==> src/rtl/pc_return_stack.sv <==
// pc_return_stack
//   Hardware return-address stack beside the program counter. A call pushes the
//   return address; a return pops it, and the popped address is presented on
//   stack_address_o in the same cycle so the PC mux (select 3'b110) can load it
//   without extra latency. Tracks occupancy, has sticky overflow/underflow flags
//   and a synchronous flush.
//
// Ports
//   clk_i            in   1      clock, rising edge
//   reset_i          in   1      asynchronous reset, active-low
//   push_i           in   1      push ret_addr_i (call)
//   pop_i            in   1      pop top entry (return)
//   flush_i          in   1      synchronous clear of contents and flags
//   ret_addr_i       in   nat_w  address to push (caller supplies PC+1)
//   stack_address_o  out  nat_w  current top of stack, 0 when empty
//   count_o          out  cnt_w  valid entries, 0..depth
//   empty_o          out  1      count_o == 0
//   full_o           out  1      count_o == depth
//   overflow_o       out  1      sticky: push attempted while full
//   underflow_o      out  1      sticky: pop attempted while empty
//
// Handshake: push_i/pop_i/flush_i are single-cycle commands sampled on every
// rising edge; there is no back-pressure, misuse is recorded in the sticky flags.

module pc_return_stack #(
  parameter int nat_w = 16,
  parameter int depth = 8,
  localparam int cnt_w = $clog2(depth) + 1
) (
  input  logic             clk_i,
  input  logic             reset_i,
  input  logic             push_i,
  input  logic             pop_i,
  input  logic             flush_i,
  input  logic [nat_w-1:0] ret_addr_i,
  output logic [nat_w-1:0] stack_address_o,
  output logic [cnt_w-1:0] count_o,
  output logic             empty_o,
  output logic             full_o,
  output logic             overflow_o,
  output logic             underflow_o
);

  localparam int ptr_w = $clog2(depth);

  logic [nat_w-1:0] entry_q [depth];
  logic [cnt_w-1:0] count_q;
  logic             overflow_q;
  logic             underflow_q;

  logic             empty;
  logic             full;
  logic [ptr_w-1:0] top_idx;
  logic [ptr_w-1:0] wr_idx;
  logic             wr_en;

  assign empty = (count_q == '0);
  assign full  = (count_q == cnt_w'(depth));

  // count-1 truncated to the index width; only used when the stack is non-empty.
  assign top_idx = ptr_w'(count_q - cnt_w'(1));

  // A push writes the next free slot, except push+pop on a non-empty stack which
  // replaces the top in place. Push while full (without pop) is dropped.
  assign wr_en  = reset_i && !flush_i && push_i && (pop_i || !full);
  assign wr_idx = (pop_i && !empty) ? top_idx : count_q[ptr_w-1:0];

  // Entry storage is deliberately not reset; it is unreadable while empty.
  always_ff @(posedge clk_i) begin
    if (wr_en) begin
      entry_q[wr_idx] <= ret_addr_i;
    end
  end

  always_ff @(posedge clk_i or negedge reset_i) begin
    if (!reset_i) begin
      count_q     <= '0;
      overflow_q  <= 1'b0;
      underflow_q <= 1'b0;
    end else if (flush_i) begin
      count_q     <= '0;
      overflow_q  <= 1'b0;
      underflow_q <= 1'b0;
    end else begin
      unique case ({push_i, pop_i})
        2'b10: begin
          if (full) overflow_q <= 1'b1;
          else      count_q    <= count_q + cnt_w'(1);
        end
        2'b01: begin
          if (empty) underflow_q <= 1'b1;
          else       count_q     <= count_q - cnt_w'(1);
        end
        2'b11: begin
          // Pop on empty still records underflow, but the push half is honoured.
          if (empty) begin
            underflow_q <= 1'b1;
            count_q     <= cnt_w'(1);
          end
        end
        default: ;
      endcase
    end
  end

  assign stack_address_o = empty ? '0 : entry_q[top_idx];
  assign count_o         = count_q;
  assign empty_o         = empty;
  assign full_o          = full;
  assign overflow_o      = overflow_q;
  assign underflow_o     = underflow_q;

  // Unknown commands out of reset would corrupt the occupancy count silently.
  always @(posedge clk_i) begin
    if (reset_i) begin
      assert (!$isunknown({push_i, pop_i}))
        else $error("pc_return_stack: push_i/pop_i unknown while out of reset");
    end
  end

endmodule
==> config.mk <==
export PLATFORM = sky130hd
export DESIGN_NAME = pc_return_stack
export DESIGN_NICKNAME = d
export VERILOG_FILES = /design/src/rtl/pc_return_stack.sv
export SDC_FILE = /design/constraint.sdc
export NUM_CORES = 1
export LEC_CHECK = 0
export BUFFER_PORTS_ARGS = -buffer_cell sky130_fd_sc_hd__clkbuf_2
export CAP_MARGIN = 30
export CORE_MARGIN = 2
export CORE_UTILIZATION = 35
export CTS_CLUSTER_DIAMETER = 40
export CTS_CLUSTER_SIZE = 14
export DETAILED_ROUTE_END_ITERATION = 7
export SYNTH_ARGS = -nofsm -noshare
export SYNTH_HDL_FRONTEND = slang
export SYNTH_SLANG_ARGS = --single-unit
==> constraint.sdc <==
create_clock -name clk_i -period 4.7 [get_ports clk_i]
set_input_delay 0.47 -clock clk_i [delete_from_list [all_inputs] [get_ports clk_i]]
set_output_delay 0.47 -clock clk_i [all_outputs]
set_load 0.01 [all_outputs]
=== Word level (Yosys, flattened, before mapping) ===
Memory sizes are Yosys's and may differ from the RTL's.
Index checks and enable logic that the tools add are counted.

* Add/subtract/negate cells: 2
* Eq/ne operators: 7
* Mux-type cells: 15
* Reduce and logical (&&, ||, !) cells: 18

{| class="wikitable"
|+ Operator list
! kind !! number
|-
| 16-bit 2-to-1 mux || 1
|-
| 4-bit 2-to-1 mux || 4
|-
| 4-bit one-hot mux with 3 select lines || 1
|-
| 3-bit inequality test, second input constant || 3
|-
| 1-bit 2-to-1 mux || 8
|-
| 2-bit nonzero test || 4
|-
| 4-bit by 1-bit adder with 4-bit output, second input constant || 1
|-
| 2-bit equality test, second input constant || 2
|-
| 4-bit equality test, second input constant || 1
|-
| 1-bit logical AND || 4
|-
| 4-bit logical NOT || 1
|-
| 2-bit AND reduction || 2
|-
| 4-bit AND reduction || 1
|-
| 4-bit nonzero test || 1
|-
| 4-bit by 1-bit subtractor with 4-bit output, second input constant || 1
|-
| 1-bit logical NOT || 3
|-
| 3-bit 2-to-1 mux || 1
|-
| 2-bit by 1-bit equality test with 1-bit output, second input constant || 1
|-
| 2-bit OR reduction || 1
|-
| 1-bit logical OR || 1
|}

* Bits in registers: 6
* Memory bits (writable): 128
* Input bits: 21
* Output and inout bits: 24
* Word-level logic and storage cells: 46
* Memories kept: 1

{| class="wikitable"
|+ Memories
! memory !! words !! width !! read ports !! clocked after memory_dff !! wr ports !! RTL line !! text
|-
| entry_q || 8 || 16 || 1 || 0 || 1 || 46 || <nowiki>logic [nat_w-1:0] entry_q [depth];</nowiki>
|}

=== Depth between registers and ports, before layout ===
Gate-level depths: netlist of the first run.

* Depth in word-level cells: 6
* Depth in mapped cells: 10
* Depth with buffers taken out: 6

=== Least setup slack after synthesis of the first run ===
Ideal clock, no wire load.

* Path type: register -> register
* Start point: reg count_q[0], in the netlist count_o[0]
* End point: mem entry_q[0][0] (enable)
* Setup time: 388 ps
* Arrival time: 2815 ps
* Required time: 4312 ps
* Slack: 1497 ps
* Stages on the path, launching flop included: 11
* Buffers on the path: 4
* Period minus slack after synthesis: 3203 ps
* Cells stage by stage: dfrtp_1 > buf_4 > buf_6 > inv_1 > ha_1 > buf_6 > nor3b_2 > buf_2 > nor3_1 > or3b_1 > nor2_1

* Cells in the longest elaborated chain, start to end: 6
* Elaborated cells on any way between the ends: 11
* Those cells by class: 1 x add/sub; 1 x eq/ne; 3 x mux; 6 x reduce/logical

{| class="wikitable"
|+ Ends and longest elaborated chain
! item !! RTL line !! text
|-
| start: declaration || 47 || <nowiki>logic [cnt_w-1:0] count_q;</nowiki>
|-
| start signal: assignment || 88 || <nowiki>else count_q <= count_q + cnt_w'(1);</nowiki>
|-
| start signal: assignment || 92 || <nowiki>else count_q <= count_q - cnt_w'(1);</nowiki>
|-
| start signal: assignment || 98 || <nowiki>count_q <= cnt_w'(1);</nowiki>
|-
| 4-bit equality test || 58 || <nowiki>assign full = (count_q == cnt_w'(depth));</nowiki>
|-
| 1-bit logical NOT || 65 || <nowiki>assign wr_en = reset_i && !flush_i && push_i && (pop_i || !full);</nowiki>
|-
| 1-bit logical OR || 65 ||
|-
| 1-bit logical AND || 65 ||
|-
| 1-bit 2-to-1 mux || 70 || <nowiki>if (wr_en) begin</nowiki>
|-
| 1-bit 2-to-1 mux (implied by the code) || 71 || <nowiki>entry_q[wr_idx] <= ret_addr_i;</nowiki>
|-
| end: declaration || 46 ||
|}

Several ways; a longest one is shown, not always the timed one.

=== Worst setup path after layout of the first run ===
* Start point: reg count_q[1], in the netlist count_o[1]
* End point: out stack_address_o[15]

* Cells in the longest elaborated chain, start to end: 3
* Elaborated cells on any way between the ends: 4
* Those cells by class: 1 x add/sub; 1 x mux; 1 x reduce/logical; 1 x memory

{| class="wikitable"
|+ Ends and longest elaborated chain
! item !! RTL line !! text
|-
| 4-bit by 1-bit subtractor with 4-bit output || - ||
|-
| memory 8 x 16 bit || - ||
|-
| 16-bit 2-to-1 mux (*) || 106 || <nowiki>assign stack_address_o = empty ? '0 : entry_q[top_idx];</nowiki>
|-
| end: declaration || 36 || <nowiki>output logic [nat_w-1:0] stack_address_o,</nowiki>
|}

Every way passes the cells marked *; elsewhere a longest branch is shown, timed or not.

==> summary by stage, run 1 <==
Logic synthesis
Of all flip-flops after synthesis, the portion carrying an async set or reset was 4.48%. Ranked by total cell area, the synthesized netlist is headed by edfxtp_1, mux4_2, dfrtp_1. For this run, the leading register cell type out of synthesis is edfxtp_1.

The most instantiated library cell after synthesis is edfxtp_1. The distinct cell type count of the synthesized netlist is 37. Summed over all instances, the cell type with the most area after synthesis is edfxtp_1. The average cell area after synthesis is 18.1 µm².

The total number of yosys warnings is 0. The net count after synthesis is 332. Sequential cells were found to cover 72.4% of the synthesized design area. After synthesis the netlist holds a flip-flop and latch count of 134. In this run the cell area of the synthesized design comes to 0.00552 mm². In this run, synthesis inferred 128 flip-flops with an integrated enable. The area share of the largest cell type after synthesis is 69.7%. Synthesis handed over a netlist of 305 instances. By count the netlist is led by edfxtp_1, nand2_1, mux4_2.

CTS
Once the clock tree was built, the setup fixing pass inserted 0 buffers. The maximum level of the CTS H-tree is 4. The number of instances resized during post-cts repair is 0.

In this run the clock root is driven by a clkbuf_16. TritonCTS built the clock tree. No sink is reached through more buffers than the 2 on the longest clock path. The later pin in the worst-skew pair is clocked with a latency of 0.41 ns. Counting every sink on the clock net gives 134. Clock-pin slew was measured on the worst setup and hold paths at 0.06 ns.

Clock tree synthesis inserted a total of 17 buffers. After clock tree synthesis, the flow added hold-fix buffers numbering 1.

Placed design
The post-placement setup slack is 1.45 ns. Once placement completed, the tool counted placed cells totaling 556. At the end of routability-driven placement, the weighted congestion stood at 0.850.

The count of buffers from port buffering is 44. The sum of net half-perimeters after detailed placement is 6.71 mm.

Drt
In this run the remaining antenna-violating nets after routing total 0. For this run, design rule violations remaining after detail routing come to 0. The post-detailed-route wirelength per cell is 19.0 µm. The detailed-route via count is 2952. Dividing the detail-routed via count by the number of cells gives 5.01. Before antenna repair, the detailed router went through 4 iterations. The number of design-rule violations left by the first detailed-router iteration is 223. The total wirelength of the detailed-routed design is 11.2 mm.

Finish
The fraction of final layout cells with drive strength greater than 1 is 33.6%. The repair_antennas step left the layout with diodes totalling 0. The register area is 0.00400 mm². The synthesis-to-layout area growth is 20.6%.

The number of filler cells placed in the layout is 1359. The net total in the final layout is 392. Leaving out filler cells and counting taps, the final layout contains 589.

The multi-input combinational cells in the finished layout cover a total of 0.00140 mm².

Worst setup path
STA classifies the critical path startpoint as a flop. The top fanout value on the critical path is 19. The type of destination of the critical path is a primary output. At the worst endpoint, the required time is 4.23 ns. STA puts the critical path data arrival time at 3.03 ns.

The category of the critical setup timing path is flop to primary output.

Global route
The global router's overall resource usage is 14.2%. The via count of the first global-routing pass is 2851. The residual overflow from global routing is 0. The routing usage on met1 is 18.6%.

The busiest layer in global routing is met2. The maximum number of pins on one net before global-route repair is 38. In the global route stage, met3 resource usage came out at 3.63%. The first global-routing pass estimated 17.2 mm of wire. In the global route stage, met2 resource usage came out at 23.5%.

The initial antenna violation count came to 0.

Floorplan
The number of primary I/O pins is 45. The area of the core is 0.0153 mm². The die covers 0.0168 mm². The number of placement rows is 45. The die height is 130 µm. The starting density of the core is 36.0%.

The width of the die is 130 µm.

STA
For the final routed database, the setup TNS stands at 0 ns. Across all setup checks in the final design, the least slack found is 1.20 ns. The number of max-slew violations in the final report was 0. Setup repair after global routing left no endpoint under its margin. The final count of hold timing violations was 0. The share of the clock period used by the worst path after layout is 74.4%. The maximum clock skew at final layout is 0.00698 ns. Hold is met by 0.344 ns. The final critical-path required period is 3.50 ns. Based on the critical path, the design can be clocked at up to 286 MHz. Setup violations remaining at the end of the flow were counted as 0. Headroom to the max-slew limit came out at 40.6%. The slew at the pin closest to its max-slew limit is 0.887 ns.

Run status
The flow ran to the end, and the final reports show no timing, DRC or antenna violations.

Run
The number of max-cap violations is 0.

Hold path
The path class of the tightest hold or removal check is input port to flop.

Pwr
The cell leakage power is 2.27 nW. The peak supply drop is 274 µV. For this design the ratio of total power to cell area is 487 mW/mm².
-- stage by stage --
stage          power, W  util, %  instance area [µm²]
6_report        0.00324     43.4                 6650
5_1_grt         0.00336     43.4                 6650
4_1_cts         0.00327     43.4                 6650
3_5_place_dp    0.00188     39.3                 6010
3_3_place_gp    0.00187     39.3                 6010
2_1_floorplan   0.00171        -                 5520
-- registers in the layout (all words and copies together), names as in the netlist --
| signal | count |
|---|---|
| underflow_o | 1 |
| count_o | 4 |
| entry_q | 128 |
| overflow_o | 1 |
-- worst max-delay path, stage by stage (launching register included) --
cell,delay [ns]
dfrtp_1,0.47
inv_1,0.15
ha_1,0.85
buf_4,0.41
mux4_2,0.24
nand2_1,0.05
a21oi_1,0.24
clkbuf_2,0.18
-- cell usage in the layout, fill, tap and decap left out, drive strengths merged, types with 2 or more instances in the layout --
| master | n |
|---|---|
| o41ai | 2 |
| clkinv | 2 |
| clkbuf | 62 |
| o21ai | 3 |
| nor2 | 12 |
| bufinv | 4 |
| dfrtp | 6 |
| inv | 11 |
| nor3b | 3 |
| clkinvlp | 4 |
| edfxtp | 128 |
| mux4 | 32 |
| a32oi | 3 |
| nand2b | 2 |
| ha | 6 |
| a21oi | 23 |
| o31ai | 2 |
| mux2i | 2 |
| nand2 | 37 |
| a2bb2oi | 4 |
| buf | 14 |
-- report_power, final --
part / switching, W / internal, W / total (W)
combinational: 0.000289 / 0.000212 / 0.000501
sequential: 0.0000129 / 0.00133 / 0.00135
clock: 0.000496 / 0.000894 / 0.00139
total: 0.000798 / 0.00244 / 0.00324
-- area by class of cell --
| cell class | count | share of cell area (%) |
|---|---|---|
| Inverter | 7 | 0.395 |
| Tap cell | 211 | 3.97 |
| Sequential cell | 134 | 60.1 |
| Multi-Input combinational cell | 146 | 21.1 |
| Clock inverter | 14 | 2.97 |
| Clock buffer | 18 | 6.45 |
| Timing Repair Buffer | 59 | 5.04 |
-- per-layer routing --
layer	up-vias	part of all wire (%)
li1	1337	-
met1	1513	42
met2	91	51
met3	11	6.0
met4	0	1.2
met5	-	0
-- cells by family after synthesis --
family | after synthesis | share of synthesized area, %
and+or+nand+nor | 62 | 5.13
muxes | 35 | 13.7
buffers and inverters | 25 | 2.27
DFF | 134 | 72.4
adders and majority gates | 6 | 1.36
xor gates and xnor gates | 2 | 0.318
AOI/OAI and AO/OA | 41 | 4.81
-- worst paths after layout --
path | start | to | slack, ns | cells after the start
max in group asynchronous | reset_i | count_o[0] | 4.08 | 2
worst min register to register | overflow_o | overflow_o | 0.52 | 2
worst max register to register | count_o[1] | entry_q[7][0] | 1.46 | 8
worst max-delay path | count_o[1] | stack_address_o[15] | 1.20 | 7
min in group asynchronous | reset_i | overflow_o | 0.43 | 2
worst min-delay path | ret_addr_i[9] | entry_q[4][9] | 0.34 | 1
Power figures use the tool's default switching activity.
==> inputs of run 2 (changes only) <==
Clock period 4.7 ns to 3.6 ns, I/O delays scaled along.
==> run 2 against run 1 <==
Count of clock-buffer cells in the layout grew 1. Clock skew shrank 0.0022 ns. Combinational power grew 34%. Clock power grew 28%. Global-route usage grew 0.46 points. Hold slack lost 0.11 ns. Core utilization grew 0.11 points. Sequential cell count is the same. Setup slack lost 0.84 ns. Wire length grew 1.3%. Largest cell class unchanged. Total power grew 30%. Critical endpoint is now stack_address_o[1].
==> summary by stage, run 2 (synthesis gave the netlist of run 1 again) <==
Run status
The flow ran to the end, and the final reports show no timing, DRC or antenna violations.

Drt
The detailed-route via count was 2989 (+1.3%). The remaining design rule violation count came to 0 (unchanged). The via density per instance was 5.04 (+0.57%).

The residual antenna-violating net count after detailed routing was 0 (unchanged). The number of design-rule violations left by the first detailed-router iteration came to 263 (+18%). The post-detailed-route wirelength per cell is 19.1 µm (+0.59%). The total wirelength of the detailed-routed design is 11.3 mm (+1.3%). The number of detailed-route iterations in the first pass came to 4 (unchanged).

STA
The number of max-slew violations in the final report is 0 (unchanged). The relative max-transition margin is 43.7% (+3.1 points). After layout, the worst path uses 89.8% of the clock period.

The timing-limited maximum frequency is 309 MHz. Setup repair after global routing left no endpoint under its margin. The final-report setup violation count came to 0 (unchanged). The summed negative setup slack over all endpoints came to 0 ns (unchanged). The maximum clock skew at final layout came to 0.00478 ns (-0.00220 ns).

The final critical-path required period is 3.23 ns. The slew at the pin closest to its max-slew limit came to 0.838 ns (-0.0492 ns). The final count of hold timing violations is 0 (unchanged).

Pwr
The cell leakage power is 2.29 nW (+0.90%). The areal power density over the cells was 631 mW/mm² (+30%). The overall power after layout was 0.00421 W (+30%). The peak supply drop was 371 µV (+35%).

CTS
The number of buffers created by CTS was 17 (unchanged). The number of buffers on the longest clock path is 2 (unchanged). The CTS sink count is 134 (unchanged). TritonCTS built the clock tree. The clock transition at the register clock pins on the worst setup and hold paths after CTS came to 0.06 ns (about the same). The clock latency of the later-clocked register in the worst-skew pair was 0.41 ns (about the same). The maximum level of the CTS H-tree is 4 (unchanged). The number of instances resized during post-cts repair is 0 (unchanged).

The clock root buffer is clkbuf_16.

Floorplan
The number of placement rows was 45 (unchanged). The starting density of the core is 36.0% (unchanged). The width of the die is 130 µm (unchanged). The area enclosed by the die boundary is 0.0168 mm² (unchanged).

The die height is 130 µm (unchanged). The number of primary I/O pins is 45 (unchanged). The area of the core came to 0.0153 mm² (unchanged).

Worst setup path
The required time of the worst setup path is 3.24 ns (-0.99 ns). Tracing the worst setup path back leads to its startpoint at count_o[1]. The capture instance of the worst register-to-register path is entry_q[2][13]. The startpoint kind of the worst setup timing path is a flop. The worst reg-to-reg path cell count is 8 (unchanged).

The setup slack of the worst register-to-register path was 0.72 ns (-0.74 ns). STA classifies the critical path endpoint as a primary output. The top fanout value on the critical path was 9 (-10). The startpoint of the worst-slack reg-to-reg timing path is count_o[1]. The category of the critical setup timing path is flop to primary output.

The arrival time at the worst endpoint is 2.87 ns (-0.16 ns). The critical path ends at stack_address_o[1].

Global route
The via count of the first global-routing pass is 3069 (+7.6%). The maximum number of pins on one net before global-route repair is 38 (unchanged). The residual overflow from global routing is 0 (unchanged). The initial antenna violation count is 0 (unchanged).

The global router's overall resource usage is 14.7% (+0.46 points). The first-pass GRT wire length was 17.9 mm (+3.8%).

Placed design
The sum of net half-perimeters after detailed placement came to 7.16 mm (+6.7%). The last weighted congestion value of the routability-driven placer is 0.776 (-8.7%). The count of buffers from port buffering was 44 (unchanged).

Finish
The net total in the final layout is 396 (+1.0%). The antenna diode instance count came to 0 (unchanged). The synthesis-to-layout area growth is 20.9%.

The fraction of final layout cells with drive strength greater than 1 is 33.8% (+0.17 points). The number of flip-flops under the largest register name came to 128 (unchanged). The number of filler cells placed in the layout came to 1379 (+1.5%). The library cell used most frequently in the layout, excluding fill and tap cells, is edfxtp_1.

The area of the multi-input gates came to 0.00140 mm² (unchanged). The share of the core filled with cells was 43.5% (+0.11 points). The register with the most flip-flops is entry_q.

The register area is 0.00400 mm² (unchanged). The top cell types in the final layout, fill and taps aside, are edfxtp_1, clkbuf_2, nand2_1, mux4_2, a21oi_1.

Hold path
The worst min-delay path class is input port to flop.

Run
The number of max-cap violations came to 0 (unchanged).
==> run 2: cell types whose count changed in the layout (fill, tap and decap cells not counted), sizes merged <==
cell	previous run	this run
clkinvlp	4	2
inv	11	8
clkbuf	62	63
clkinv	2	6
buf	14	18
==> run 2: power by group <==
| part | switching, W | internal, W |
|---|---|---|
| sequential | 0.0000165 | 0.00174 |
| combinational | 0.000390 | 0.000281 |
| clock | 0.000624 | 0.00115 |
==> run 2: per-stage QoR <==
step	hold WS (ns)	setup slack [ns]	instance area, µm²	std cells
final	0.235	0.366	6670	593
after global routing	0.233	0.151	6670	593
after floorplan	0.0644	0.397	5520	305
after CTS	0.218	0.342	6670	593
after detailed placement	0.217	0.710	6040	560
after global placement	0.209	0.786	6040	560
==> run 2: worst min path at each step <==
stage	endpoint	depth (start not counted)	start
after floorplan	count_o[0]	0	reset_i
after global placement	count_o[1]	1	reset_i
after detailed placement	count_o[1]	1	reset_i
after CTS	entry_q[6][13]	1	ret_addr_i[13]
after global routing	entry_q[6][15]	1	ret_addr_i[15]
final	entry_q[5][15]	1	ret_addr_i[15]
==> run 2: cell type report <==
type / count / area share (%)
Clock buffer: 19 / 6.49
Clock inverter: 13 / 2.70
Inverter: 7 / 0.394
Multi-Input combinational cell: 146 / 21.0
Sequential cell: 134 / 59.9
Tap cell: 211 / 3.96
Timing Repair Buffer: 63 / 5.48
==> run 2: worst max-delay path, stage by stage (launching register included) <==
cell and delay, ns:
dfrtp_1 0.48, inv_1 0.16, ha_1 0.31, xnor2_1 0.70
buf_4 0.31, nand2_1 0.06, a21oi_1 0.25, clkbuf_2 0.19
==> run 2: what timing repair did <==
action,4_1_cts,5_1_grt
hold endpoints to repair,6,0
hold buffers,1,0
setup buffers,0,0
==> run 2: routing by layer <==
| metal | global-route usage, % | vias up | routed length (µm) |
|---|---|---|---|
| met5 | 0 | - | 0 |
| met4 | 6.33 | 0 | 170 |
| li1 | - | 1339 | - |
| met2 | 23.9 | 63 | 5720 |
| met3 | 3.67 | 16 | 449 |
| met1 | 18.8 | 1571 | 4980 |
